$ cat src/rtl/mult_seq_ctrl.sv
// mult_seq_ctrl: sequential shift-add unsigned multiplier with Hi/Lo registers and pipeline stall control.
module mult_seq_ctrl #(
  parameter int WIDTH = 32
) (
  input  logic             clk,
  input  logic             rst,
  input  logic             start,
  input  logic [WIDTH-1:0] op_a,
  input  logic [WIDTH-1:0] op_b,
  input  logic             hilo_rd,
  input  logic             hilo_sel,
  input  logic             abort,
  output logic             busy,
  output logic             stall,
  output logic             done,
  output logic [WIDTH-1:0] hilo_data,
  output logic [WIDTH-1:0] hi,
  output logic [WIDTH-1:0] lo
);
  localparam int CW = $clog2(WIDTH);
  typedef enum logic [1:0] {IDLE, RUN, DONE} state_t;
  state_t             state_q, state_d;
  logic [2*WIDTH-1:0] p_q, p_d;
  logic [WIDTH-1:0]   m_q, m_d, hi_q, hi_d, lo_q, lo_d;
  logic [CW-1:0]      cnt_q, cnt_d;
  logic [WIDTH:0]     sum;
  always_ff @(posedge clk or posedge rst) begin
    if (rst) begin
      state_q <= IDLE;
      p_q     <= '0;
      m_q     <= '0;
      cnt_q   <= '0;
      hi_q    <= '0;
      lo_q    <= '0;
    end else begin
      state_q <= state_d;
      p_q     <= p_d;
      m_q     <= m_d;
      cnt_q   <= cnt_d;
      hi_q    <= hi_d;
      lo_q    <= lo_d;
    end
  end
  // The sum's top bit is the carry; it becomes P's new MSB after the shift.
  always_comb begin
    sum     = {1'b0, p_q[2*WIDTH-1:WIDTH]} + (p_q[0] ? {1'b0, m_q} : '0);
    state_d = state_q;
    p_d     = p_q;
    m_d     = m_q;
    cnt_d   = cnt_q;
    hi_d    = hi_q;
    lo_d    = lo_q;
    case (state_q)
      IDLE: if (start && !abort) begin
        p_d     = {{WIDTH{1'b0}}, op_b};
        m_d     = op_a;
        cnt_d   = '0;
        state_d = RUN;
      end
      RUN: if (abort) state_d = IDLE;
      else begin
        p_d     = {sum, p_q[WIDTH-1:1]};
        cnt_d   = cnt_q + 1'b1;
        state_d = (cnt_q == CW'(WIDTH-1)) ? DONE : RUN;
      end
      DONE: begin
        state_d = IDLE;
        hi_d    = abort ? hi_q : p_q[2*WIDTH-1:WIDTH];
        lo_d    = abort ? lo_q : p_q[WIDTH-1:0];
      end
      default: state_d = IDLE;
    endcase
  end
  assign busy      = state_q != IDLE;
  assign done      = state_q == DONE;
  assign stall     = busy & (start | hilo_rd);
  assign hilo_data = hilo_sel ? lo_q : hi_q;
  assign hi        = hi_q;
  assign lo        = lo_q;
endmodule
$ cat config.mk
export PLATFORM = sky130hd
export DESIGN_NAME = mult_seq_ctrl
export DESIGN_NICKNAME = d
export VERILOG_FILES = /design/src/rtl/mult_seq_ctrl.sv
export SDC_FILE = /design/constraint.sdc
export NUM_CORES = 1
export LEC_CHECK = 0
export BUFFER_PORTS_ARGS = -buffer_cell sky130_fd_sc_hd__buf_2
export CORE_MARGIN = 1
export CORE_UTILIZATION = 55
export CTS_CLUSTER_DIAMETER = 200
export DETAILED_ROUTE_END_ITERATION = 8
export GPL_ROUTABILITY_DRIVEN = 1
export MAX_ROUTING_LAYER = met4
export PLACE_DENSITY = 0.91
export SLEW_MARGIN = 5
export SYNTH_ARGS = -nofsm -noshare
export SYNTH_HDL_FRONTEND = slang
export SYNTH_SLANG_ARGS = --single-unit
$ cat constraint.sdc
create_clock -name clk -period 6.4 [get_ports clk]
set_clock_uncertainty 0.2 [all_clocks]
set_input_delay 0.32 -clock clk [delete_from_list [all_inputs] [get_ports clk]]
set_output_delay 0.32 -clock clk [all_outputs]
set_load 0.02 [all_outputs]
==> impl_metrics.toml <==
[drt]
drtPass1Iterations = 8
via_count = 7516
route.detailed.drc = 0
wire_per_inst_um = 18.8
dr.first_iter.drc_count = 722
ant_nets = 0
post_drt_via_cell_ratio = 5.89
postRouteWirelength_um = 24000

[power_and_ir_drop]
ir_drop_uv = 209
p_per_area_nw_per_um2 = 340
p_leak_uw = 0.00551

[clocking]
post_cts_buffers = 0
clk-insertion-delay-late_ns = 0.43
cts-resized-gates = 0
cts_sinks = 167
cts_max_level = 4
cts.reportedPaths.clkPinSlew_ns = 0.06
clockRootBuffer = "clkbuf_16"
numCtsBuffers = 17
hold_buffers = 65
cts_buffer_depth = 2
cts_tree = "yes"

[logic_synthesis]
synth_largest_area_cell = "dfrtp_1"
synth.distinct_cells = 54
avgSynthCellArea_um2 = 10.5
synth_cells = 841
synth_ff_type = "dfrtp_1"
synth.top_cell.area_share = 0.475
ys_seq_area_frac = 0.475
yosys-top-cells-area = "dfrtp_1, mux2_2, nand2_1, ha_1, o21ai_0"
async_reset_ff_frac = 1.00
synthesis.nets = 946
synth_area_um2 = 8790
synth-edff-count = 0
yosys_warnings = 0
synth_seq_cells = 167

[critical_path]
reg2reg_to = "p_q[61]"
crit_required_ns = 6.50
r2r_slack_ns = 2.76
arrival_ns = 3.74
crit_fanout = 34
cp-end-kind = "flip-flop"
critical_path_class = "reg -> reg"
ff2ff_path_depth = 12
critPathLaunchType = "flip-flop"
reg2reg_from = "p_q[0]"
crit_end = "p_q[61]"
cp-startpoint = "p_q[0]"

[global_route]
grt_overflow = 0
grt_max_degree = 101
grt_first_pass_wirelength_um = 38400
grt_pass1_vias = 7356
antenna_found_initial = 0
grt_usage = 0.313

[final_layout]
fin_nets = 1158
diodes = 0
areaGrowthSynthToFinish_pct = 25.0
drive_above_1_share = 0.325
final_cell_mix = "buf_2, dfrtp_1, mux2_2"
post-route-cell-area_um2 = 11000
final_common_cell = "buf_2"

[floorplanning]
pin_count = 169
rows = 45
die_y_um = 128
die_x_um = 128
dieArea_um2 = 16500
core_area_um2 = 15400
start_util = 0.570

[sta]
rsz0062_at_grt = "false"
slew_headroom = 0.190
fin_crit_sh = 0.569
tightest_slew_ns = 1.22
finalSetupViolCount = 0
hold_ws_ns = 0.0363
final.min_clock_period_ns = 3.64
fin_setup_tns_ns = 0
max_freq_mhz = 275
slew_violations = 0
hold_viol_final = 0

[worst_hold_path]
hp-start = "abort"
min-delay-path-class = "in -> reg"

[placement]
place_congestion = 0.904
port_buffers = 168
place_hpwl_um = 15800
placed_area_um2 = 9740

[run_status]
status = "complete, no violations"

[run]
cap_violations = 0
per-stage QoR:
step / std cells / utilization / setup slack (ns) / power [µW]
finish: 1275 / 0.712 / 2.76 / 3730
global route: 1275 / 0.712 / 2.51 / 3940
CTS: 1275 / 0.712 / 2.76 / 3700
global placement: 1180 / 0.631 / 2.95 / 2570
detailed placement: 1180 / 0.631 / 2.79 / 2620
floorplan: 841 / - / 1.36 / 2330
critical path, cell delays in order (launching register included):
cell	delay, ns
dfrtp_1	0.91
and2_1	0.23
ha_1	0.17
inv_1	0.06
fa_1	0.37
and2b_1	0.24
o211ai_1	0.11
and2_1	0.17
o21ai_1	0.30
a41oi_1	0.25
o21ai_0	0.28
xnor2_1	0.15
o21ai_0	0.08
sequential cells by signal, indices dropped and copies added, names as in the netlist:
register and count:
m_q 32, lo 32, hi 32, cnt_q 5, state_q 2, p_q 64
where the power goes:
group          total (µW)  switching (µW)  internal [µW]
registers            1460             210           1250
logic                1230             714            511
clock network        1050             405            641
worst min path at each step:
stage | slack, ns | cells past startpoint | to
4_1_cts | 0.02 | 2 | p_q[33]
3_5_place_dp | 0.27 | 2 | cnt_q[4]
5_1_grt | 0.03 | 2 | p_q[33]
6_report | 0.04 | 2 | p_q[33]
3_3_place_gp | 0.26 | 2 | cnt_q[4]
2_1_floorplan | 0.22 | 1 | p_q[33]
cell usage after synthesis, types with 11 or more instances:
master    number
ha_1          34
mux2_2       128
xnor2_1       14
clkbuf_1      28
o21ai_0       47
dfrtp_1      167
o21a_1        11
a21oi_1       35
xor2_1        14
nor2_1        53
a31oi_1       36
nand2_1      125
a21o_1        11
and2_1        33
per-layer routing:
layer,vias to the layer above,share of wire,global-route usage
li1,3401,-,-
met2,342,0.48,0.494
met4,0,0.036,0.145
met1,3697,0.42,0.392
met5,-,0,-
met3,76,0.067,0.0599
cell families after synthesis:
group,synth area share
AOI/OAI and AO/OA,0.120
muxes,0.165
adders and majority gates,0.0507
buffers and inverters,0.0309
xor gates and xnor gates,0.0279
and+or+nand+nor,0.130
DFF,0.475
layout make-up:
type / count / area [µm²]
clock buffers: 23 / 478
clock inverters: 7 / 119
fillers: 1129 / 4440
inverters: 10 / 42.5
multi-input cells: 617 / 4360
flip-flops and latches: 167 / 4180
well taps: 211 / 264
repair buffers: 240 / 1540
Note: power is estimated with default switching activity, not from simulation.
